**config.mk**
```make
export PLATFORM = sky130hd
export DESIGN_NAME = exu_mem_arb_flat
export DESIGN_NICKNAME = d
export VERILOG_FILES = /design/src/rtl/exu_mem_arb_if.sv /design/src/rtl/exu_mem_arb.sv /design/src/flat_wrapper.sv
export SDC_FILE = /design/constraint.sdc
export NUM_CORES = 1
export LEC_CHECK = 0
export CORE_AREA = 8 8 118 120
export DETAILED_ROUTE_END_ITERATION = 6
export DIE_AREA = 0 0 126 128
export PLACE_DENSITY = 0.58
export SLEW_MARGIN = 20
export SYNTH_ARGS = -nofsm -noshare
export SYNTH_HDL_FRONTEND = slang
export SYNTH_SLANG_ARGS = --single-unit
```
**constraint.sdc**
```tcl
create_clock -name clk -period 4.65 [get_ports clk]
set_clock_uncertainty 0.05 [all_clocks]
set_input_delay 0.465 -clock clk [delete_from_list [all_inputs] [get_ports clk]]
set_output_delay 0.465 -clock clk [all_outputs]
set_load 0.01 [all_outputs]
```
**src/rtl/exu_mem_arb_if.sv**
```systemverilog
// ICB-style command/response bundle shared by the IFU, LSU and memory sides of exu_mem_arb.
// master drives commands and accepts responses; slave accepts commands and returns responses.
interface exu_mem_arb_if #(
    parameter int ADDR_W = 32,
    parameter int XLEN   = 32
);
    logic                cmd_valid;
    logic                cmd_ready;
    logic [ADDR_W-1:0]   cmd_addr;
    logic                cmd_read;
    logic [XLEN-1:0]     cmd_wdata;
    logic [XLEN/8-1:0]   cmd_wmask;
    logic                rsp_valid;
    logic                rsp_ready;
    logic [XLEN-1:0]     rsp_rdata;

    modport master (
        output cmd_valid, cmd_addr, cmd_read, cmd_wdata, cmd_wmask, rsp_ready,
        input  cmd_ready, rsp_valid, rsp_rdata
    );

    modport slave (
        input  cmd_valid, cmd_addr, cmd_read, cmd_wdata, cmd_wmask, rsp_ready,
        output cmd_ready, rsp_valid, rsp_rdata
    );
endinterface

```
**src/rtl/exu_mem_arb.sv**
```systemverilog
// Shares one memory ICB port between IFU fetches and LSU loads/stores, routing in-order responses back.
// Define MEM_ARB_RR_EN for round-robin arbitration; otherwise LSU has fixed priority.
module exu_mem_arb #(
    parameter int ADDR_W     = 32,
    parameter int XLEN       = 32,
    parameter int OUTS_DEPTH = 2
) (
    input  logic                clk,
    input  logic                rst,
    exu_mem_arb_if.slave        ifu_icb,
    exu_mem_arb_if.slave        lsu_icb,
    exu_mem_arb_if.master       mem_icb,
    output logic                arb_err
);

    localparam int CNT_W = $clog2(OUTS_DEPTH) + 1;
    localparam int PTR_W = (OUTS_DEPTH > 1) ? $clog2(OUTS_DEPTH) : 1;
    localparam logic ID_IFU = 1'b0;
    localparam logic ID_LSU = 1'b1;

    typedef enum logic {
        LK_OPEN,
        LK_HELD
    } lock_e;

    lock_e             r_lockState;
    lock_e             w_lockNext;
    logic              r_lockId;
    logic              w_lockIdNext;

    logic [CNT_W-1:0]  r_cnt;
    logic [PTR_W-1:0]  r_wrPtr;
    logic [PTR_W-1:0]  r_rdPtr;
    logic              r_idFifo [OUTS_DEPTH];

    logic              w_grant;
    logic              w_reqValid;
    logic              w_full;
    logic              w_hasOut;
    logic              w_head;
    logic              w_memCmdValid;
    logic              w_cmdAccept;
    logic              w_cmdFire;
    logic              w_memRspReady;
    logic              w_rspFire;
    logic              w_stray;

`ifdef MEM_ARB_RR_EN
    logic              r_rrLast;
`endif

    function automatic logic [PTR_W-1:0] ptrInc(input logic [PTR_W-1:0] p);
        return (p == PTR_W'(OUTS_DEPTH - 1)) ? '0 : p + 1'b1;
    endfunction

    assign w_full   = (r_cnt == CNT_W'(OUTS_DEPTH));
    assign w_hasOut = (r_cnt != '0);
    assign w_head   = r_idFifo[r_rdPtr];

    // A held (locked) command keeps its grant until it handshakes, so its fields stay stable.
    always_comb begin
        w_grant = ID_IFU;
        if (r_lockState == LK_HELD) begin
            w_grant = r_lockId;
        end else if (ifu_icb.cmd_valid && lsu_icb.cmd_valid) begin
`ifdef MEM_ARB_RR_EN
            w_grant = ~r_rrLast;
`else
            w_grant = ID_LSU;
`endif
        end else if (lsu_icb.cmd_valid) begin
            w_grant = ID_LSU;
        end
    end

    assign w_reqValid    = (w_grant == ID_LSU) ? lsu_icb.cmd_valid : ifu_icb.cmd_valid;
    assign w_memCmdValid = !rst && w_reqValid && !w_full;
    assign w_cmdAccept   = !rst && mem_icb.cmd_ready && !w_full;
    assign w_cmdFire     = w_memCmdValid && mem_icb.cmd_ready;

    assign mem_icb.cmd_valid = w_memCmdValid;
    assign mem_icb.cmd_addr  = (w_grant == ID_LSU) ? lsu_icb.cmd_addr  : ifu_icb.cmd_addr;
    assign mem_icb.cmd_read  = (w_grant == ID_LSU) ? lsu_icb.cmd_read  : 1'b1;
    assign mem_icb.cmd_wdata = (w_grant == ID_LSU) ? lsu_icb.cmd_wdata : '0;
    assign mem_icb.cmd_wmask = (w_grant == ID_LSU) ? lsu_icb.cmd_wmask : '0;

    assign ifu_icb.cmd_ready = w_cmdAccept && (w_grant == ID_IFU);
    assign lsu_icb.cmd_ready = w_cmdAccept && (w_grant == ID_LSU);

    // With nothing outstanding the memory side is always drained so a stray response cannot stall it.
    assign w_memRspReady = !rst && (!w_hasOut ||
                           ((w_head == ID_LSU) ? lsu_icb.rsp_ready : ifu_icb.rsp_ready));
    assign w_rspFire     = w_hasOut && mem_icb.rsp_valid && w_memRspReady;
    assign w_stray       = !rst && !w_hasOut && mem_icb.rsp_valid;

    assign mem_icb.rsp_ready = w_memRspReady;
    assign ifu_icb.rsp_valid = !rst && w_hasOut && (w_head == ID_IFU) && mem_icb.rsp_valid;
    assign lsu_icb.rsp_valid = !rst && w_hasOut && (w_head == ID_LSU) && mem_icb.rsp_valid;
    assign ifu_icb.rsp_rdata = mem_icb.rsp_rdata;
    assign lsu_icb.rsp_rdata = mem_icb.rsp_rdata;

    always_comb begin
        w_lockNext   = r_lockState;
        w_lockIdNext = r_lockId;
        case (r_lockState)
            LK_OPEN: begin
                if (w_memCmdValid && !mem_icb.cmd_ready) begin
                    w_lockNext   = LK_HELD;
                    w_lockIdNext = w_grant;
                end
            end
            LK_HELD: begin
                if (w_cmdFire) begin
                    w_lockNext = LK_OPEN;
                end
            end
            default: w_lockNext = LK_OPEN;
        endcase
    end

    always_ff @(posedge clk) begin
        if (rst) begin
            r_lockState <= LK_OPEN;
            r_lockId    <= ID_IFU;
        end else begin
            r_lockState <= w_lockNext;
            r_lockId    <= w_lockIdNext;
        end
    end

    always_ff @(posedge clk) begin
        if (rst) begin
            r_cnt   <= '0;
            r_wrPtr <= '0;
            r_rdPtr <= '0;
        end else begin
            if (w_cmdFire) begin
                r_wrPtr <= ptrInc(r_wrPtr);
            end
            if (w_rspFire) begin
                r_rdPtr <= ptrInc(r_rdPtr);
            end
            if (w_cmdFire && !w_rspFire) begin
                r_cnt <= r_cnt + 1'b1;
            end else if (!w_cmdFire && w_rspFire) begin
                r_cnt <= r_cnt - 1'b1;
            end
        end
    end

    // ID storage needs no reset: entries are only read while counted as outstanding.
    always_ff @(posedge clk) begin
        if (!rst && w_cmdFire) begin
            r_idFifo[r_wrPtr] <= w_grant;
        end
    end

    always_ff @(posedge clk) begin
        if (rst) begin
            arb_err <= 1'b0;
        end else if (w_stray) begin
            arb_err <= 1'b1;
        end
    end

`ifdef MEM_ARB_RR_EN
    always_ff @(posedge clk) begin
        if (rst) begin
            r_rrLast <= ID_IFU;
        end else if (w_cmdFire) begin
            r_rrLast <= w_grant;
        end
    end
`endif

endmodule

```
**src/flat_wrapper.sv**
```systemverilog
// flat-port wrapper written by rule: the top's interface ports become plain ports
module exu_mem_arb_flat 
#(
    parameter int ADDR_W     = 32,
    parameter int XLEN       = 32,
    parameter int OUTS_DEPTH = 2
)
  (clk, rst, arb_err, ifu_icb_cmd_valid, ifu_icb_cmd_addr, ifu_icb_cmd_read, ifu_icb_cmd_wdata, ifu_icb_cmd_wmask, ifu_icb_rsp_ready, ifu_icb_cmd_ready, ifu_icb_rsp_valid, ifu_icb_rsp_rdata, lsu_icb_cmd_valid, lsu_icb_cmd_addr, lsu_icb_cmd_read, lsu_icb_cmd_wdata, lsu_icb_cmd_wmask, lsu_icb_rsp_ready, lsu_icb_cmd_ready, lsu_icb_rsp_valid, lsu_icb_rsp_rdata, mem_icb_cmd_valid, mem_icb_cmd_addr, mem_icb_cmd_read, mem_icb_cmd_wdata, mem_icb_cmd_wmask, mem_icb_rsp_ready, mem_icb_cmd_ready, mem_icb_rsp_valid, mem_icb_rsp_rdata);
  exu_mem_arb_if #(.ADDR_W(ADDR_W), .XLEN(XLEN)) ifu_icb_i ();
  exu_mem_arb_if #(.ADDR_W(ADDR_W), .XLEN(XLEN)) lsu_icb_i ();
  exu_mem_arb_if #(.ADDR_W(ADDR_W), .XLEN(XLEN)) mem_icb_i ();
  input  logic clk;
  input  logic rst;
  output logic arb_err;
  input wire logic [$bits(ifu_icb_i.cmd_valid)-1:0] ifu_icb_cmd_valid;
  input wire logic [$bits(ifu_icb_i.cmd_addr)-1:0] ifu_icb_cmd_addr;
  input wire logic [$bits(ifu_icb_i.cmd_read)-1:0] ifu_icb_cmd_read;
  input wire logic [$bits(ifu_icb_i.cmd_wdata)-1:0] ifu_icb_cmd_wdata;
  input wire logic [$bits(ifu_icb_i.cmd_wmask)-1:0] ifu_icb_cmd_wmask;
  input wire logic [$bits(ifu_icb_i.rsp_ready)-1:0] ifu_icb_rsp_ready;
  output wire logic [$bits(ifu_icb_i.cmd_ready)-1:0] ifu_icb_cmd_ready;
  output wire logic [$bits(ifu_icb_i.rsp_valid)-1:0] ifu_icb_rsp_valid;
  output wire logic [$bits(ifu_icb_i.rsp_rdata)-1:0] ifu_icb_rsp_rdata;
  input wire logic [$bits(lsu_icb_i.cmd_valid)-1:0] lsu_icb_cmd_valid;
  input wire logic [$bits(lsu_icb_i.cmd_addr)-1:0] lsu_icb_cmd_addr;
  input wire logic [$bits(lsu_icb_i.cmd_read)-1:0] lsu_icb_cmd_read;
  input wire logic [$bits(lsu_icb_i.cmd_wdata)-1:0] lsu_icb_cmd_wdata;
  input wire logic [$bits(lsu_icb_i.cmd_wmask)-1:0] lsu_icb_cmd_wmask;
  input wire logic [$bits(lsu_icb_i.rsp_ready)-1:0] lsu_icb_rsp_ready;
  output wire logic [$bits(lsu_icb_i.cmd_ready)-1:0] lsu_icb_cmd_ready;
  output wire logic [$bits(lsu_icb_i.rsp_valid)-1:0] lsu_icb_rsp_valid;
  output wire logic [$bits(lsu_icb_i.rsp_rdata)-1:0] lsu_icb_rsp_rdata;
  output wire logic [$bits(mem_icb_i.cmd_valid)-1:0] mem_icb_cmd_valid;
  output wire logic [$bits(mem_icb_i.cmd_addr)-1:0] mem_icb_cmd_addr;
  output wire logic [$bits(mem_icb_i.cmd_read)-1:0] mem_icb_cmd_read;
  output wire logic [$bits(mem_icb_i.cmd_wdata)-1:0] mem_icb_cmd_wdata;
  output wire logic [$bits(mem_icb_i.cmd_wmask)-1:0] mem_icb_cmd_wmask;
  output wire logic [$bits(mem_icb_i.rsp_ready)-1:0] mem_icb_rsp_ready;
  input wire logic [$bits(mem_icb_i.cmd_ready)-1:0] mem_icb_cmd_ready;
  input wire logic [$bits(mem_icb_i.rsp_valid)-1:0] mem_icb_rsp_valid;
  input wire logic [$bits(mem_icb_i.rsp_rdata)-1:0] mem_icb_rsp_rdata;
  assign ifu_icb_i.cmd_valid = ifu_icb_cmd_valid;
  assign ifu_icb_i.cmd_addr = ifu_icb_cmd_addr;
  assign ifu_icb_i.cmd_read = ifu_icb_cmd_read;
  assign ifu_icb_i.cmd_wdata = ifu_icb_cmd_wdata;
  assign ifu_icb_i.cmd_wmask = ifu_icb_cmd_wmask;
  assign ifu_icb_i.rsp_ready = ifu_icb_rsp_ready;
  assign ifu_icb_cmd_ready = ifu_icb_i.cmd_ready;
  assign ifu_icb_rsp_valid = ifu_icb_i.rsp_valid;
  assign ifu_icb_rsp_rdata = ifu_icb_i.rsp_rdata;
  assign lsu_icb_i.cmd_valid = lsu_icb_cmd_valid;
  assign lsu_icb_i.cmd_addr = lsu_icb_cmd_addr;
  assign lsu_icb_i.cmd_read = lsu_icb_cmd_read;
  assign lsu_icb_i.cmd_wdata = lsu_icb_cmd_wdata;
  assign lsu_icb_i.cmd_wmask = lsu_icb_cmd_wmask;
  assign lsu_icb_i.rsp_ready = lsu_icb_rsp_ready;
  assign lsu_icb_cmd_ready = lsu_icb_i.cmd_ready;
  assign lsu_icb_rsp_valid = lsu_icb_i.rsp_valid;
  assign lsu_icb_rsp_rdata = lsu_icb_i.rsp_rdata;
  assign mem_icb_cmd_valid = mem_icb_i.cmd_valid;
  assign mem_icb_cmd_addr = mem_icb_i.cmd_addr;
  assign mem_icb_cmd_read = mem_icb_i.cmd_read;
  assign mem_icb_cmd_wdata = mem_icb_i.cmd_wdata;
  assign mem_icb_cmd_wmask = mem_icb_i.cmd_wmask;
  assign mem_icb_rsp_ready = mem_icb_i.rsp_ready;
  assign mem_icb_i.cmd_ready = mem_icb_cmd_ready;
  assign mem_icb_i.rsp_valid = mem_icb_rsp_valid;
  assign mem_icb_i.rsp_rdata = mem_icb_rsp_rdata;
  exu_mem_arb #(.ADDR_W(ADDR_W), .XLEN(XLEN), .OUTS_DEPTH(OUTS_DEPTH)) u_core (.clk(clk), .rst(rst), .ifu_icb(ifu_icb_i), .lsu_icb(lsu_icb_i), .mem_icb(mem_icb_i), .arb_err(arb_err));
endmodule
```
# Word level (Yosys, flattened, before mapping)
# Memories as Yosys holds them, arrays and structs flattened. A register that Yosys moved wholly into a read port is not among the register bits.
# Index checks and enable logic that the tools add are counted.
[classes] n_div=0 n_shift=0 bitwise=3 muxes=20 order_cmp=0 mul=0 n_reduce_logical=32 n_eq_ne=1 add_sub_neg=4
[ops] cell="$mux W32" count=2
[ops] cell="$logic_and A1 B1 Y1" count=22
[ops] cell="$mux W1" count=14
[ops] cell="$logic_not A1 Y1" count=6
[ops] cell="$mux W2" count=2
[ops] cell="$mux W4" count=1
[ops] cell="$reduce_bool A2 Y1" count=2
[ops] cell="$not A1 Y1" count=3
[ops] cell="$add A1 B1 Y1 const B" count=2
[ops] cell="$add A2 B1 Y2 const B" count=1
[ops] cell="$eq A2 B2 Y1 const B" count=1
[ops] cell="$pmux W1 S2" count=1
[ops] cell="$reduce_and A2 Y1" count=1
[ops] cell="$sub A2 B1 Y2 const B" count=1
[ops] cell="$logic_or A1 B1 Y1" count=1
[word_totals] ramBits=2 rom_bits=0 regBits=7 input_bits=178 n_memories=1 elab_cells=67 latch_bits=0
[mem_list] memory="u_core.r_idFifo" words=2 word_bits=1 rd=1 rd_ports_with_merged_regs=1 write_ports=1 line="exu_mem_arb.sv:34" text="logic r_idFifo [OUTS_DEPTH];"

# Depth between registers and ports, before layout
[logic_depth] ltp_word=11 ltp_mapped=7 ltp_nobuf=7

# Worst setup path after synthesis
# Ideal clock, no wire load.
[synth_path] path_kind="in2reg" startpoint="in rst" endpoint="reg u_core.r_cnt[1]" path_slack_ps=2614 path_stages=6 path_buffers=1 arrival_ps=1916 required_ps=4530 path_cell_list="clkbuf_1 -> nand3b_1 -> or2_1 -> ha_1 -> or3_1 -> a21oi_1"
[synth_via] elab_chain_len=7 word_cells_on_any_way=12 classes_between="mux: 1; reduce/logical: 11"
[synth_lines] element="start, declared" line="flat_wrapper.sv:13" text="input logic rst;"
[synth_lines] element="$logic_not A1 Y1" line="exu_mem_arb.sv:77, exu_mem_arb.sv:91"
[synth_lines] element="$logic_and A1 B1 Y1 (2 in a row)" line="exu_mem_arb.sv:77" text="assign w_memCmdValid = !rst && w_reqValid && !w_full;"
[synth_lines] element="$logic_and A1 B1 Y1" line="exu_mem_arb.sv:79" text="assign w_cmdFire = w_memCmdValid && mem_icb.cmd_ready;"
[synth_lines] element="$logic_not A1 Y1" line="exu_mem_arb.sv:145" text="end else if (!w_cmdFire && w_rspFire) begin"
[synth_lines] element="$logic_and A1 B1 Y1" line="exu_mem_arb.sv:145"
[synth_lines] element="$reduce_bool A2 Y1 (no line)"
[synth_lines] element="end signal, assigned" line="exu_mem_arb.sv:144" text="r_cnt <= r_cnt + 1'b1;"
[synth_lines] element="end signal, assigned" line="exu_mem_arb.sv:146" text="r_cnt <= r_cnt - 1'b1;"
[synth_lines] element="end, declared" line="exu_mem_arb.sv:31" text="logic [CNT_W-1:0] r_cnt;"
# Several ways; a longest one is shown, not always the timed one.
# A chain may end at the register's enable or synchronous reset.

# Worst setup path after layout
[layout_path] startpoint="in lsu_icb_cmd_valid" endpoint="out mem_icb_cmd_addr[9]"
[layout_via] elab_chain_len=4 word_cells_on_any_way=5 classes_between="mux: 4; reduce/logical: 1"
[layout_lines] element="start, declared" line="flat_wrapper.sv:24" text="input wire logic [$bits(lsu_icb_i.cmd_valid)-1:0] lsu_icb_cmd_valid;"
[layout_lines] element="$mux W1 or $logic_and A1 B1 Y1 (tied branches)" line="exu_mem_arb.sv:71, exu_mem_arb.sv:65"
[layout_lines] element="$mux W1 *" line="exu_mem_arb.sv:65" text="end else if (ifu_icb.cmd_valid && lsu_icb.cmd_valid) begin"
[layout_lines] element="$mux W1 *" line="exu_mem_arb.sv:63" text="if (r_lockState == LK_HELD) begin"
[layout_lines] element="$mux W32 *" line="exu_mem_arb.sv:82" text="assign mem_icb.cmd_addr = (w_grant == ID_LSU) ? lsu_icb.cmd_addr : ifu_icb.cmd_addr;"
[layout_lines] element="end, declared" line="flat_wrapper.sv:34" text="output wire logic [$bits(mem_icb_i.cmd_addr)-1:0] mem_icb_cmd_addr;"
# Mark *: on every way between the ends. The rest lies on a longest branch, timed or not.

==> flow_metrics.py <==
metrics = {
    "die": {
        "start_util_pct": 13.29,
        "design.portCount": 318,
        "die_w_um": 126,
        "core.rowCount": 41,
        "fp.dieArea_mm2": 0.01613,
        "core_box_area_mm2": 0.01221,
        "die-height_um": 128,
    },
    "place": {
        "globalplace.congestion": 0.8445,
        "placed_area_mm2": 0.003179,
        "dpl.hpwl_um": 6921,
        "buffer_ports.inserted": 184,
        "placed_cells": 459,
    },
    "timing": {
        "period_share_pct": 71.12,
        "report.final.hold_viol_count": 0,
        "final-setup-viol-count": 0,
        "layout_min_cycle_time_ps": 3307,
        "grt_setup_unrepaired": "false",
        "holdWs_ps": 407.5,
        "worst-slew-pin-transition_ps": 838.8,
        "fmaxAchievable_mhz": 302.4,
        "final-max-slew-violation-count": 0,
        "total_negative_slack_for_setup_checks_ps": 0,
        "max_slew_margin_pct": 42.88,
    },
    "global_route": {
        "first_global_vias": 1877,
        "grt_util_all_layers_pct": 9.009,
        "global_route.overflow_total": 0,
        "pin_count_of_the_biggest_net_entering_global_routing": 23,
        "grt_antenna_before_repair": 0,
        "grt_first_pass_wirelength_um": 11500,
    },
    "final_layout": {
        "nFillCells": 1314,
        "multi_input_comb_area_um2": 890.9,
        "layout.cells.non_filler": 463,
        "layout.area.seq_um2": 220.2,
        "nets": 493,
        "area_delta_synth_final_pct": 101.4,
        "final_cell_area_mm2": 0.003268,
        "drive_above_1_share_pct": 3.195,
        "insertedDiodeCount": 0,
    },
    "power_and_ir_drop": {
        "intPower_w": 0.0004580,
        "netSwitchingPower_w": 0.0001808,
        "max-vdd-ir-drop_mv": 0.1047,
        "combinationalPowerShare_pct": 57.2,
        "powerDensity_mw_per_mm2": 195.5,
        "power.clock.fraction_pct": 26.3,
        "seqPwrFrac_pct": 16.6,
        "p_sw_share_pct": 28.30,
        "power.static_leakage_nw": 1.163,
    },
    "clocking": {
        "post_cts_resized": 0,
        "insertion_delay_to_the_later_sink_of_the_worst_skew_pair_ps": 230,
        "clock_transition_at_path_regs_ps": 40,
        "clockRootBuffer": "sky130_fd_sc_hd__clkbuf_16",
        "post-cts-setup-buffers": 0,
        "cts_max_level": 1,
        "cts_hold_repair.buffers": 0,
        "cts.path.max_buffers": 2,
        "cts_sinks": 10,
        "tritoncts_clock_tree": "yes",
        "cts_buffers": 3,
    },
    "route": {
        "route.antenna.remaining_nets": 0,
        "drt_iter0_drc": 21,
        "wire_per_inst_um": 16.94,
        "route.vias.total": 1696,
        "drc": 0,
        "drt_via_density": 3.663,
        "detail_route.first_pass.iterations": 2,
        "route.final.wire_length_um": 7844,
    },
    "logic_synthesis": {
        "synth_edf_count": 2,
        "mappedNetlistArea_mm2": 0.001623,
        "ys_seq_elements": 10,
        "ys.warnings.count": 0,
        "synth.most_common_cell": "sky130_fd_sc_hd__buf_4",
        "netlist_top_cells_count": "sky130_fd_sc_hd__buf_4 (64), sky130_fd_sc_hd__nor2b_1 (40), sky130_fd_sc_hd__mux2_1 (32)",
        "post-synth-top-area-fraction_pct": 29.61,
        "synth_area_leaders": "sky130_fd_sc_hd__buf_4 (30%), sky130_fd_sc_hd__mux2_1 (22%), sky130_fd_sc_hd__nor2b_1 (15%)",
        "synthArstFlopShare_pct": 0,
        "synth.yosys.seq_area_share_pct": 13.57,
        "dominantRegCellSynth": "sky130_fd_sc_hd__dfxtp_1",
        "mappedNetlistNets": 373,
        "netlist-cell-type-count": 28,
        "avgSynthCellArea_um2": 8.365,
        "postSynthCellCount": 194,
        "area_leader_netlist": "sky130_fd_sc_hd__buf_4",
    },
    "run": {
        "maxCapViolCount": 0,
    },
    "critical_path": {
        "setup.worst_path.end_class": "output port",
        "timing.setup.critical_path_class": "input port to output port",
        "critPathRequiredTime_ps": 4140,
        "arrival_ps": 2790,
        "crit_path_start_kind": "input port",
        "critPathMaxFanout": 22,
    },
    "status": {
        "outcome": "finished, final reports clean",
    },
    "hold_path": {
        "timing.hold.worst.class": "flip-flop to flip-flop",
    },
}
## cells by family after synthesis
logic type / share of synthesized area, %
buffers and inverters: 32.07
multiplexers: 25.52
AND/OR/NAND/NOR: 21.51
adder cells (fa/ha/maj): 0.7709
flip-flops: 13.57
AO/OA/AOI/OAI: 4.935
XOR/XNOR: 1.619
## stage by stage
stage	setup WS, ps	total power, W	utilization, %
after CTS	1251	0.0006509	26.77
after global routing	1184	0.0006782	26.77
final	1343	0.0006388	26.77
after global placement	1264	0.0004758	26.04
after detailed placement	1259	0.0004782	26.04
after floorplan	2614	0.0002933	-
## path summary, 6_finish.rpt
check                     from                   to  slack [ps]  cells past startpoint
max reg2reg          flip-flop      u_core.r_cnt[1]        2600                      6
max          lsu_icb_cmd_valid  mem_icb_cmd_addr[9]        1340                      5
min reg2reg     u_core.r_rdPtr            flip-flop         410                      1
min             u_core.r_rdPtr            flip-flop         410                      1
## area by class of cell
class / instances / area share, %
inverter: 1 / 0.1149
clock buffer: 4 / 2.718
timing repair buffer: 187 / 57.43
tap: 150 / 5.743
sequential: 10 / 6.738
multi-input combinational: 111 / 27.26
## power by group through the flow
stage / logic, W / registers [W] / clock network [W]
2_1_floorplan: 0.000188 / 0.000106 / 0
3_3_place_gp: 0.000369 / 0.000107 / 0
3_5_place_dp: 0.000371 / 0.000107 / 0
4_1_cts: 0.000374 / 0.000106 / 0.000171
5_1_grt: 0.000393 / 0.000107 / 0.000178
6_report: 0.000365 / 0.000106 / 0.000168
## routing by layer
layer | share of wire (%) | GRT usage (%) | vias up
met5 | 0 | 0 | -
met4 | 0.68 | 1.486 | 0
met3 | 13 | 4.326 | 12
met2 | 45 | 14.99 | 129
met1 | 41 | 10.42 | 741
li1 | - | - | 814
## layout by cell type (no fill, tap or decap), types with 3 or more instances in the layout
master,instances
sky130_fd_sc_hd__clkdlybuf4s50_1,184
sky130_fd_sc_hd__nor2b_1,40
sky130_fd_sc_hd__mux2_1,32
sky130_fd_sc_hd__nor2_1,9
sky130_fd_sc_hd__dfxtp_1,8
sky130_fd_sc_hd__mux2i_1,4
sky130_fd_sc_hd__or2_1,3
sky130_fd_sc_hd__a21oi_1,3
sky130_fd_sc_hd__clkbuf_16,3
## worst max-delay path: stages
cell and delay (ps):
sky130_fd_sc_hd__clkdlybuf4s50_1 490, sky130_fd_sc_hd__mux2i_4 700, sky130_fd_sc_hd__buf_12 260, sky130_fd_sc_hd__mux2_1 360
sky130_fd_sc_hd__clkdlybuf4s50_1 500
(Power assumes the default switching activity.)
